===== config.mk =====
export PLATFORM = sky130hd
export DESIGN_NAME = multu_hilo_unit
export DESIGN_NICKNAME = d
export VERILOG_FILES = /design/src/rtl/multu_hilo_unit.sv
export SDC_FILE = /design/constraint.sdc
export NUM_CORES = 1
export LEC_CHECK = 0
export CORE_MARGIN = 5
export CORE_UTILIZATION = 58
export CTS_CLUSTER_SIZE = 10
export DETAILED_ROUTE_END_ITERATION = 8
export PLACE_DENSITY = 0.9
export SLEW_MARGIN = 10
export SYNTH_ARGS = -nofsm -noshare
export SYNTH_HDL_FRONTEND = slang
export SYNTH_SLANG_ARGS = --single-unit

===== constraint.sdc =====
create_clock -name clk -period 4.05 [get_ports clk]
set_input_delay 1.215 -clock clk [delete_from_list [all_inputs] [get_ports clk]]
set_output_delay 1.215 -clock clk [all_outputs]
set_load 0.02 [all_outputs]

===== src/rtl/multu_hilo_unit.sv =====
// multu_hilo_unit
// Sequential unsigned shift-add multiplier that owns the architectural HI/LO
// registers. MULTU issues through start. The result appears in HI/LO after
// WIDTH iterations. MFHI/MFLO read hi/lo directly. stall freezes the CPU
// while a multiply is in flight and the current instruction depends on it.
//
// Ports
//   clk     system clock, rising edge
//   rst_n   synchronous active-low reset
//   start   MULTU issue strobe (ignored while busy)
//   src_a   multiplicand, sampled when start is accepted
//   src_b   multiplier, sampled when start is accepted
//   mf_req  MFHI/MFLO present this cycle
//   busy    multiplication in progress (registered)
//   done    one-cycle pulse after HI/LO were written (registered)
//   stall   busy & (start | mf_req), combinational
//   hi, lo  upper / lower half of the last completed product
//
// state | meaning
// IDLE  | waiting for start; HI/LO readable
// RUN   | shift-add iterations in progress, cnt = iteration index
module multu_hilo_unit #(
    parameter int WIDTH = 32,
    parameter int CNT_W = 6
) (
    input  logic             clk,
    input  logic             rst_n,
    input  logic             start,
    input  logic [WIDTH-1:0] src_a,
    input  logic [WIDTH-1:0] src_b,
    input  logic             mf_req,
    output logic             busy,
    output logic             done,
    output logic             stall,
    output logic [WIDTH-1:0] hi,
    output logic [WIDTH-1:0] lo
);

    localparam logic IDLE = 1'b0;
    localparam logic RUN  = 1'b1;

    logic               state;
    logic [2*WIDTH-1:0] mcand;
    logic [WIDTH-1:0]   mplier;
    logic [2*WIDTH-1:0] acc;
    logic [CNT_W-1:0]   cnt;
    logic [2*WIDTH-1:0] acc_next;
    logic               last_iter;

    // The accumulation cannot overflow: the product always fits in 2*WIDTH bits.
    assign acc_next  = mplier[0] ? (acc + mcand) : acc;
    assign last_iter = (cnt == CNT_W'(WIDTH - 1));

    assign busy  = (state == RUN);
    assign stall = busy & (start | mf_req);

    always_ff @(posedge clk) begin
        if (!rst_n) begin
            state  <= IDLE;
            mcand  <= '0;
            mplier <= '0;
            acc    <= '0;
            cnt    <= '0;
            hi     <= '0;
            lo     <= '0;
            done   <= 1'b0;
        end else begin
            done <= 1'b0;
            case (state)
                IDLE: begin
                    if (start) begin
                        mcand  <= {{WIDTH{1'b0}}, src_a};
                        mplier <= src_b;
                        acc    <= '0;
                        cnt    <= '0;
                        state  <= RUN;
                    end
                end
                RUN: begin
                    acc    <= acc_next;
                    mcand  <= mcand << 1;
                    mplier <= mplier >> 1;
                    cnt    <= cnt + 1'b1;
                    if (last_iter) begin
                        hi    <= acc_next[2*WIDTH-1:WIDTH];
                        lo    <= acc_next[WIDTH-1:0];
                        done  <= 1'b1;
                        state <= IDLE;
                    end
                end
                default: state <= IDLE;
            endcase
        end
    end

endmodule


==> results.md, run 1 <==
- Placed cell count: 1967
- Static Leak: 0.00636 uW
- Synth Instances: 1641
- CP Launch Type: flip-flop
- First-pass DRT Iterations: 5
- CP endpoint kind: flip-flop
- GRT Resource Usage Total: 0.266
- Antenna violations before repair: 1
- N_diodes: 0
- Synth Flop Type: dfxtp_1
- RSZ-0062 raised after global routing: false
- Worst vdd ir: 0.276 mV
- Root Buffer: clkbuf_16
- EDFF count, synth: 0
- IO Count: 135
- Synth warn: 0
- Setup CP Type: reg -> reg
- Row count: 55
- Largest net degree at the start of global routing: 113
- Avg Cell Area, Syn: 7.96 um2
- Library cells used by synthesis: 67
- CP Max Fanout: 3
- Syn nets: 1774
- CTS tree: built
- Min Clock Period, post-route: 3.67 ns
- Final hold viol count: 0
- Max-slew violations: 0
- Die X: 160 um
- Clock latency on the worst-skew pair: 0.53 ns
- CORE AREA: 22400 um2
- Num CTS Buffers: 27
- Clk slew on worst S/H paths: 0.06 ns
- Total power: 4970 uW
- Worst reg2reg path depth: 15
- Post-synth top area cell: dfxtp_1
- Hpwl dp: 24.9 mm
- Seq/Total Area, Yosys: 0.356
- Non-Filler Instances: 2002
- Arrival time worst endpoint: 4.10 ns
- Max-Slew Margin vs Limit: 0.248
- Main area contributors after synthesis: dfxtp_1 36%, nor2_1 8.3%, a21oi_1 8.3%
- Htree depth: 1
- IO buf count: 134
- GR Overflow Total: 0
- Synth Cell Area: 13100 um2
- Initial Util: 0.582
- WL/cell: 17.8 um
- CTS max path bufs: 3
- First-pass GRT wire length: 58.3 mm
- Worst Hold Class: reg -> reg
- Worst slew pin tran: 1.13 ns
- Yosys reg bits: 232
- Routability cong.: 0.967
- Sink Count: 232
- Antenna-violating nets left: 0
- Initial DRC count: 975
- Max-Cap Viols: 0
- Vias per std cell: 6.19
- Vias in the first global route: 12000
- Fmax: 272 MHz
- Outcome: finished, final reports clean
- Hold path cells: 2
- Final nets: 1844
- Post-synth top area share: 0.356
- Final core utilization: 0.679
- Die Height: 160 um
- Worst EP required: 4.48 ns
- Post-CTS Hold Buffers: 0
- Final hold slack: 0.481 ns
- Synth async-reset ratio: 0
- Layout cells sized above 1: 0.0454
- Pwr per Cell Area: 326 nW/um2
- Crit share post-route: 0.907
- DR vias: 12400
- Setup_tns: 0 ns
- Post-CTS Resized: 0
- Clock skew: 0.0111 ns
- DRC Markers: 0
- Post-CTS Setup Inserts: 0
- Die area: 25600 um2
- Fillers: 1779
- Detailed Route WL: 35.7 mm
- Syn-to-layout area delta: 16.6%
- Setup violations, final: 0
## cell type report
cell class	instances	area, um2	share of cell area
Multi-Input combinational cell	1272	7900	0.519
Sequential cell	232	4650	0.305
Timing Repair Buffer	157	1510	0.0989
Clock buffer	34	722	0.0474
Tap cell	285	357	0.0234
Inverter	21	81.3	0.00534
Clock inverter	1	8.76	0.000575
## synthesized netlist by cell type (5+ instances only)
master      n
a22oi_1     8
a211oi_1   34
nor4_1      5
nor3_1     22
a21boi_0    5
nand2b_1   10
nand4_1    17
nor2_1    289
clkbuf_1   96
buf_1      13
nor2b_1    12
xor2_1     21
nand2_1    96
nand3_1    15
o21ai_0    74
and2_1     11
dfxtp_1   232
xnor2_1    37
o21a_1     30
a21o_1     25
a21oi_1   216
ha_1       64
o211ai_1   11
a31oi_1    14
o211a_1     6
a22o_1     22
o21bai_1   10
inv_1      20
buf_2       6
mux2i_1    96
and3_1     66
## layout by cell type, fill, tap and decap left out, types with 27 or more instances in the layout
master           count
xnor2_1             37
o21a_1              30
dfxtp_1            230
nand2_1             96
o21ai_0             74
a211oi_1            34
clkdlybuf4s50_1    132
and3_1              66
nor2_1             289
mux2i_1             96
ha_1                64
clkbuf_16           27
a21oi_1            216
## critical path, cell delays in order, from the launching register on
cell	delay [ns]
dfxtp_1	0.36
ha_1	0.18
inv_1	0.06
fa_1	0.37
nor2b_1	0.23
o2111ai_1	0.15
a21boi_0	0.23
o211ai_1	0.22
a2111oi_0	0.53
buf_4	0.21
a21bo_2	0.15
a21oi_1	0.10
o21ai_0	0.31
nand2b_1	0.11
mux2i_1	0.13
o221a_2	0.24
## metrics by stage
stage               area, um2  worst slack (ns)
global route            15200            0.0555
detailed placement      14500             0.443
floorplan               13100             0.676
finish                  15200             0.376
CTS                     15200             0.433
global placement        14500             0.410
## where the power goes
part	total (uW)	switching, uW	internal, uW
clock	2130	905	1220
sequential	2370	43.8	2330
combinational	469	279	190
total	4970	1230	3740
## registers in the layout (all words and copies together) (netlist names)
register	count
acc	64
busy	1
cnt	6
done	1
hi	32
lo	32
mcand	64
mplier	32
## metal layers
metal	global-route usage	vias up	wire length (um)
li1	-	5983	-
met1	0.340	5771	14800
met2	0.454	525	16800
met3	0.0465	108	2780
met4	0.0974	2	1390
met5	0	-	12
## logic make-up after synthesis
| group | share of synthesized area |
|---|---|
| multiplexers | 0.0744 |
| buffers and inverters | 0.0400 |
| flip-flops | 0.356 |
| adder cells (fa/ha/maj) | 0.0628 |
| AND/OR/NAND/NOR | 0.191 |
| XOR/XNOR | 0.0389 |
| AO/OA/AOI/OAI | 0.237 |
## final timing paths
check | startpoint | to | slack, ns
worst min register to register | mplier[13]$_SDFFE_PN0P_ | mplier[12]$_SDFFE_PN0P_ | 0.48
worst max-delay path | mcand[0]$_SDFFE_PN0P_ | hi[18]$_SDFFE_PN0P_ | 0.38
worst min-delay path | mplier[13]$_SDFFE_PN0P_ | mplier[12]$_SDFFE_PN0P_ | 0.48
worst max register to register | mcand[0]$_SDFFE_PN0P_ | hi[18]$_SDFFE_PN0P_ | 0.38
Power figures use the tool's default switching activity.
==> run 2, diff against run 1 <==
--- a/config.mk
+++ b/config.mk
@@ -9,6 +9,7 @@
 export CORE_UTILIZATION = 58
 export CTS_CLUSTER_SIZE = 10
 export DETAILED_ROUTE_END_ITERATION = 8
+export MAX_ROUTING_LAYER = met4
 export PLACE_DENSITY = 0.9
 export SLEW_MARGIN = 10
 export SYNTH_ARGS = -nofsm -noshare
==> run 2 against run 1 <==
  * Cell count barely moved
  * Flip-flop and latch count stayed put
  * First-iteration DRC count grew 6.3%
  * Highest routed layer is now met4
  * Clock power is essentially flat
  * Via count is essentially flat
  * Global-route usage increased by 0.98 points
==> results.md, run 2 (synthesized netlist as in run 1, its figures left out) <==
- Reg2reg start: mcand[4]$_SDFFE_PN0P_ (was mcand[0]$_SDFFE_PN0P_)
- Post-CTS Hold Buffers: 0 (unchanged)
- Fmax: 270 MHz (was 272 MHz)
- Vias per std cell: 6.20 (was 6.19)
- Clk slew on worst S/H paths: 0.06 ns (about the same)
- IO Count: 135 (unchanged)
- Hold Startpoint: mplier[8]$_SDFFE_PN0P_ (was mplier[13]$_SDFFE_PN0P_)
- Critical path launch point: mcand[4]$_SDFFE_PN0P_ (was mcand[0]$_SDFFE_PN0P_)
- RSZ-0062 raised after global routing: false (unchanged)
- Sink Count: 232 (unchanged)
- Num CTS Buffers: 27 (unchanged)
- Final hold slack: 0.485 ns (was 0.481 ns)
- Max-Slew Margin vs Limit: 0.337 (was 0.248)
- Worst path bufs/invs: 1 (was 2)
- Slowest CP cell: a2111oi_0 (unchanged)
- CORE AREA: 22400 um2 (unchanged)
- First-pass DRT Iterations: 5 (unchanged)
- Clock latency on the worst-skew pair: 0.54 ns (was 0.53 ns)
- Outcome: finished, final reports clean (unchanged)
- Worst vdd ir: 0.306 mV (was 0.276 mV)
- Static Leak: 0.00636 uW (about the same)
- Setup CP Type: reg -> reg (unchanged)
- Worst Hold Class: reg -> reg (unchanged)
- N_diodes: 0 (unchanged)
- Max-slew violations: 0 (unchanged)
- CP endpoint kind: flip-flop (unchanged)
- Largest stage delay on the critical path: 0.42 ns (was 0.53 ns)
- Routability cong.: 0.972 (was 0.967)
- GRT Resource Usage Total: 0.276 (was 0.266)
- Detailed Route WL: 35.6 mm (was 35.7 mm)
- Final nets: 1844 (unchanged)
- Commonest non-fill, non-tap cell in the layout: nor2_1 (unchanged)
- First-pass GRT wire length: 59.2 mm (was 58.3 mm)
- WL/cell: 17.8 um (about the same)
- Largest net degree at the start of global routing: 96 (was 113)
- Worst slew pin tran: 0.994 ns (was 1.13 ns)
- Syn-to-layout area delta: 16.5% (was 16.6%)
- Crit path top cell by count: a21oi_1
- Placed cell count: 1967 (unchanged)
- Row count: 55 (unchanged)
- Commonest non-fill, non-tap cells in the layout: 289 x nor2_1, 230 x dfxtp_1, 216 x a21oi_1 (unchanged)
- CTS max path bufs: 3 (unchanged)
- Worst EP required: 4.46 ns (was 4.48 ns)
- Fillers: 1811 (was 1779)
- Pwr per Cell Area: 325 nW/um2 (was 326 nW/um2)
- Max-Cap Viols: 0 (unchanged)
- Crit share post-route: 0.915 (was 0.907)
- Footprint of the multi-input gates: 7900 um2 (about the same)
- Vias in the first global route: 12100 (was 12000)
- CP Max Fanout: 5 (was 3)
- Initial DRC count: 1036 (was 975)
- Setup_tns: 0 ns (unchanged)
- Final hold viol count: 0 (unchanged)
- Final core utilization: 0.678 (was 0.679)
- Setup violations, final: 0 (unchanged)
- Non-Filler Instances: 2001 (was 2002)
- CP top delay family: compound AO/OA/AOI/OAI gates (unchanged)
- DRC Markers: 0 (unchanged)
- Die area: 25600 um2 (unchanged)
- GR Overflow Total: 0 (unchanged)
- Die Height: 160 um (unchanged)
- Hpwl dp: 24.8 mm (was 24.9 mm)
- Htree depth: 1 (unchanged)
- IO buf count: 134 (unchanged)
- Antenna violations before repair: 0 (was 1)
- Die X: 160 um (unchanged)
- Regs by FF count: acc: 64 flops, mcand: 64 flops (unchanged)
- Reg area: 4650 um2 (unchanged)
- Initial Util: 0.582 (unchanged)
- DR vias: 12400 (about the same)
- Root Buffer: clkbuf_16 (unchanged)
- Arrival time worst endpoint: 4.12 ns (was 4.10 ns)
- Critical-path cell list: ha_1 > a21o_1 > a31o_2 > o21ai_0 > nand3_1 > a31oi_1 > buf_4 > a21oi_1 > a211o_1 > a21oi_1 > o31ai_1 > xnor2_1 > a2111oi_0 (was ha_1 > inv_1 > fa_1 > nor2b_1 > o2111ai_1 > a21boi_0 > o211ai_1 > a2111oi_0 > buf_4 > a21bo_2 > a21oi_1 > o21ai_0 > nand2b_1 > mux2i_1 > o221a_2)
- CTS tree: built (unchanged)
- Antenna-violating nets left: 0 (unchanged)
- Min Clock Period, post-route: 3.70 ns (was 3.67 ns)
- CP Launch Type: flip-flop (unchanged)
- Clock skew: 0.0121 ns (was 0.0111 ns)
- Layout cells sized above 1: 0.0455 (was 0.0454)
run 2: cell type report:
class | instances | area share
multi-input cells | 1272 | 0.519
flip-flops and latches | 232 | 0.306
repair buffers | 157 | 0.0990
clock buffers | 32 | 0.0463
well taps | 285 | 0.0234
inverters | 21 | 0.00534
clock inverters | 2 | 0.000905
run 2: report_power, final:
group | internal [uW] | total [uW] | switching [uW]
Combinational | 190 | 477 | 287
Sequential | 2330 | 2360 | 34.7
Clock | 1200 | 2100 | 896
run 2: what timing repair did:
item	CTS	global route
setup buffers	0	0
endpoints found under the setup margin	0	1
resized for setup	0	1
run 2: final timing paths:
kind | endpoint | slack [ns] | depth (start not counted)
max | hi[29]$_SDFFE_PN0P_ | 0.35 | 13
min | mplier[7]$_SDFFE_PN0P_ | 0.48 | 2
max reg2reg | hi[29]$_SDFFE_PN0P_ | 0.35 | 13
min reg2reg | mplier[7]$_SDFFE_PN0P_ | 0.48 | 2
run 2: worst reg2reg max path, stage by stage, from the launching register on:
cell and delay [ns]:
dfxtp_1 0.33, ha_1 0.38, a21o_1 0.20, a31o_2 0.24, o21ai_0 0.27, nand3_1 0.18
a31oi_1 0.22, buf_4 0.18, a21oi_1 0.09, a211o_1 0.34, a21oi_1 0.42, o31ai_1 0.16
xnor2_1 0.16, a2111oi_0 0.43
run 2: through the flow:
stage / total power, uW / area [um2] / worst slack [ns]
6_report: 4940 / 15200 / 0.346
3_5_place_dp: 2880 / 14500 / 0.419
5_1_grt: 5120 / 15200 / 0.0786
4_1_cts: 4960 / 15200 / 0.380
3_3_place_gp: 2870 / 14500 / 0.415
2_1_floorplan: 2720 / 13100 / 0.676
run 2: per-layer routing:
metal | vias to the layer above | global-route usage | part of all wire
li1 | 5978 | - | -
met1 | 5828 | 0.351 | 0.42
met2 | 505 | 0.454 | 0.47
met3 | 87 | 0.0377 | 0.075
met4 | 0 | 0.0962 | 0.031
met5 | - | - | 0
==> run 3, diff against run 2 <==
--- a/config.mk
+++ b/config.mk
@@ -10,7 +10,8 @@
 export CTS_CLUSTER_SIZE = 10
 export DETAILED_ROUTE_END_ITERATION = 8
 export MAX_ROUTING_LAYER = met4
-export PLACE_DENSITY = 0.9
+export PLACE_DENSITY_LB_ADDON = 0.3
+export SKIP_CTS_REPAIR_TIMING = 1
 export SLEW_MARGIN = 10
 export SYNTH_ARGS = -nofsm -noshare
 export SYNTH_HDL_FRONTEND = slang
==> run 3 against run 2 <==
  * Via count fell by 2.3%
  * Clock skew rose by 0.0041 ns
  * Maximum frequency fell by 1.5%
  * Worst hold slack got worse by 0.0093 ns
  * Sequential share of layout area fell by 0.080 points
  * Core utilization rose by 0.18 points
  * Combinational power fell by 3%
  * Routed wire length fell by 0.15%
  * Cell count barely moved
  * Cell area rose by 0.26%
  * Critical path type unchanged
==> results.md, run 3 (synthesized netlist as in run 1, its figures left out) <==
- Outcome: finished, final reports clean (unchanged)
- Clk slew on worst S/H paths: 0.06 ns (about the same)
- Final hold viol count: 0 (unchanged)
- Num CTS Buffers: 28 (was 27)
- Commonest non-fill, non-tap cell in the layout: nor2_1 (unchanged)
- Worst Hold Class: reg -> reg (unchanged)
- Worst vdd ir: 0.276 mV (was 0.306 mV)
- CP Max Fanout: 4 (was 5)
- Final nets: 1841 (was 1844)
- Row count: 55 (unchanged)
- Sink Count: 232 (unchanged)
- Setup_tns: 0 ns (unchanged)
- Static Leak: 0.00637 uW (was 0.00636 uW)
- Min Clock Period, post-route: 3.76 ns (was 3.70 ns)
- Arrival time worst endpoint: 4.20 ns (was 4.12 ns)
- GR Overflow Total: 0 (unchanged)
- Detailed Route WL: 35.5 mm (was 35.6 mm)
- RSZ-0062 raised after global routing: false (unchanged)
- Antenna violations before repair: 1 (was 0)
- Clock latency on the worst-skew pair: 0.55 ns (was 0.54 ns)
- DRC Markers: 0 (unchanged)
- IO Count: 135 (unchanged)
- CORE AREA: 22400 um2 (unchanged)
- Final instance area: 15300 um2 (was 15200 um2)
- Die area: 25600 um2 (unchanged)
- First-pass DRT Iterations: 5 (unchanged)
- Htree depth: 1 (unchanged)
- Setup CP Type: reg -> reg (unchanged)
- Root Buffer: clkbuf_16 (unchanged)
- Antenna-violating nets left: 0 (unchanged)
- CTS tree: built (unchanged)
- Initial DRC count: 826 (was 1036)
- Pwr per Cell Area: 332 nW/um2 (was 325 nW/um2)
- Worst slew pin tran: 1.03 ns (was 0.994 ns)
- Regs by FF count: acc: 64 flops, mcand: 64 flops (unchanged)
- Vias per std cell: 6.05 (was 6.20)
- First-pass GRT wire length: 58.4 mm (was 59.2 mm)
- IO buf count: 134 (unchanged)
- Largest net degree at the start of global routing: 97 (was 96)
- Vias in the first global route: 11800 (was 12100)
- Max-Slew Margin vs Limit: 0.316 (was 0.337)
- Syn-to-layout area delta: 16.8% (was 16.5%)
- Initial Util: 0.582 (unchanged)
- Setup violations, final: 0 (unchanged)
- CP endpoint kind: flip-flop (unchanged)
- Critical-path cell list: ha_1 > inv_1 > fa_1 > nor2b_1 > o2111ai_1 > a21boi_0 > o211ai_1 > o211ai_1 > a31o_2 > a31oi_1 > nand3b_1 > nor2b_1 > xnor2_1 > o211a_1 (was ha_1 > a21o_1 > a31o_2 > o21ai_0 > nand3_1 > a31oi_1 > buf_4 > a21oi_1 > a211o_1 > a21oi_1 > o31ai_1 > xnor2_1 > a2111oi_0)
- CP Launch Type: flip-flop (unchanged)
- WL/cell: 17.7 um (was 17.8 um)
- Setup slack, reg-to-reg: 0.29 ns (was 0.35 ns)
- Layout cells sized above 1: 0.0455 (unchanged)
- Die Height: 160 um (unchanged)
- Worst path bufs/invs: 1 (unchanged)
- Clock skew: 0.0161 ns (was 0.0121 ns)
- CP top delay family: compound AO/OA/AOI/OAI gates (unchanged)
- GRT Resource Usage Total: 0.274 (was 0.276)
- Cell Area, Placed: 14500 um2 (about the same)
- Commonest non-fill, non-tap cells in the layout: 289 x nor2_1, 230 x dfxtp_1, 216 x a21oi_1 (unchanged)
- Slowest CP cell: o211ai_1 (was a2111oi_0)
- DR vias: 12100 (was 12400)
- Largest stage delay on the critical path: 0.50 ns (was 0.42 ns)
- Hpwl dp: 24.5 mm (was 24.8 mm)
- Final core utilization: 0.680 (was 0.678)
- Crit share post-route: 0.929 (was 0.915)
- Max-slew violations: 0 (unchanged)
- Routability cong.: 0.974 (was 0.972)
- Worst EP required: 4.49 ns (was 4.46 ns)
- Max-Cap Viols: 0 (unchanged)
- Fmax: 266 MHz (was 270 MHz)
- CTS max path bufs: 3 (unchanged)
- Die X: 160 um (unchanged)
## run 3: final cells by class
type	instances	area (um2)
Fill cell	1886	7180
Clock buffer	36	761
Clock inverter	2	25.0
Sequential cell	232	4650
Inverter	21	81.3
Tap cell	285	357
Timing Repair Buffer	153	1480
Multi-Input combinational cell	1272	7900
Antenna cell	1	2.50
## run 3: worst register-to-register path, stage by stage (launching register included)
cell	delay, ns
dfxtp_1	0.36
ha_1	0.18
inv_1	0.06
fa_1	0.38
nor2b_1	0.22
o2111ai_1	0.15
a21boi_0	0.34
o211ai_1	0.26
o211ai_1	0.51
a31o_2	0.32
a31oi_1	0.15
nand3b_1	0.21
nor2b_1	0.16
xnor2_1	0.15
o211a_1	0.21
## run 3: path summary, 6_finish.rpt
path | startpoint | end | cells past startpoint
max | mcand[0]$_SDFFE_PN0P_ | hi[24]$_SDFFE_PN0P_ | 14
min | lo[22]$_SDFFE_PN0P_ | lo[22]$_SDFFE_PN0P_ | 2
max reg2reg | mcand[0]$_SDFFE_PN0P_ | hi[24]$_SDFFE_PN0P_ | 14
min reg2reg | lo[22]$_SDFFE_PN0P_ | lo[22]$_SDFFE_PN0P_ | 2
## run 3: power breakdown
group          switching, uW  total (uW)  internal (uW)
Combinational            278         465            187
Clock                    936        2230           1290
Sequential              44.7        2370           2330
Total                   1260        5070           3810
## run 3: metal layers
metal,track usage,share of wire,vias to the layer above,routed length [um]
met5,-,0,-,0
met4,0.0903,0.033,0,1170
met1,0.344,0.44,5663,15700
li1,-,-,5983,-
met3,0.0418,0.060,84,2130
met2,0.455,0.46,385,16500
## run 3: metrics by stage
step	hold slack, ns	instances	setup slack, ns	power, uW
global route	0.501	2002	0.00420	5240
global placement	0.461	1963	0.396	2870
floorplan	0.446	1641	0.676	2720
finish	0.475	2002	0.288	5070
detailed placement	0.468	1963	0.291	2880
CTS	0.476	2001	0.257	5090
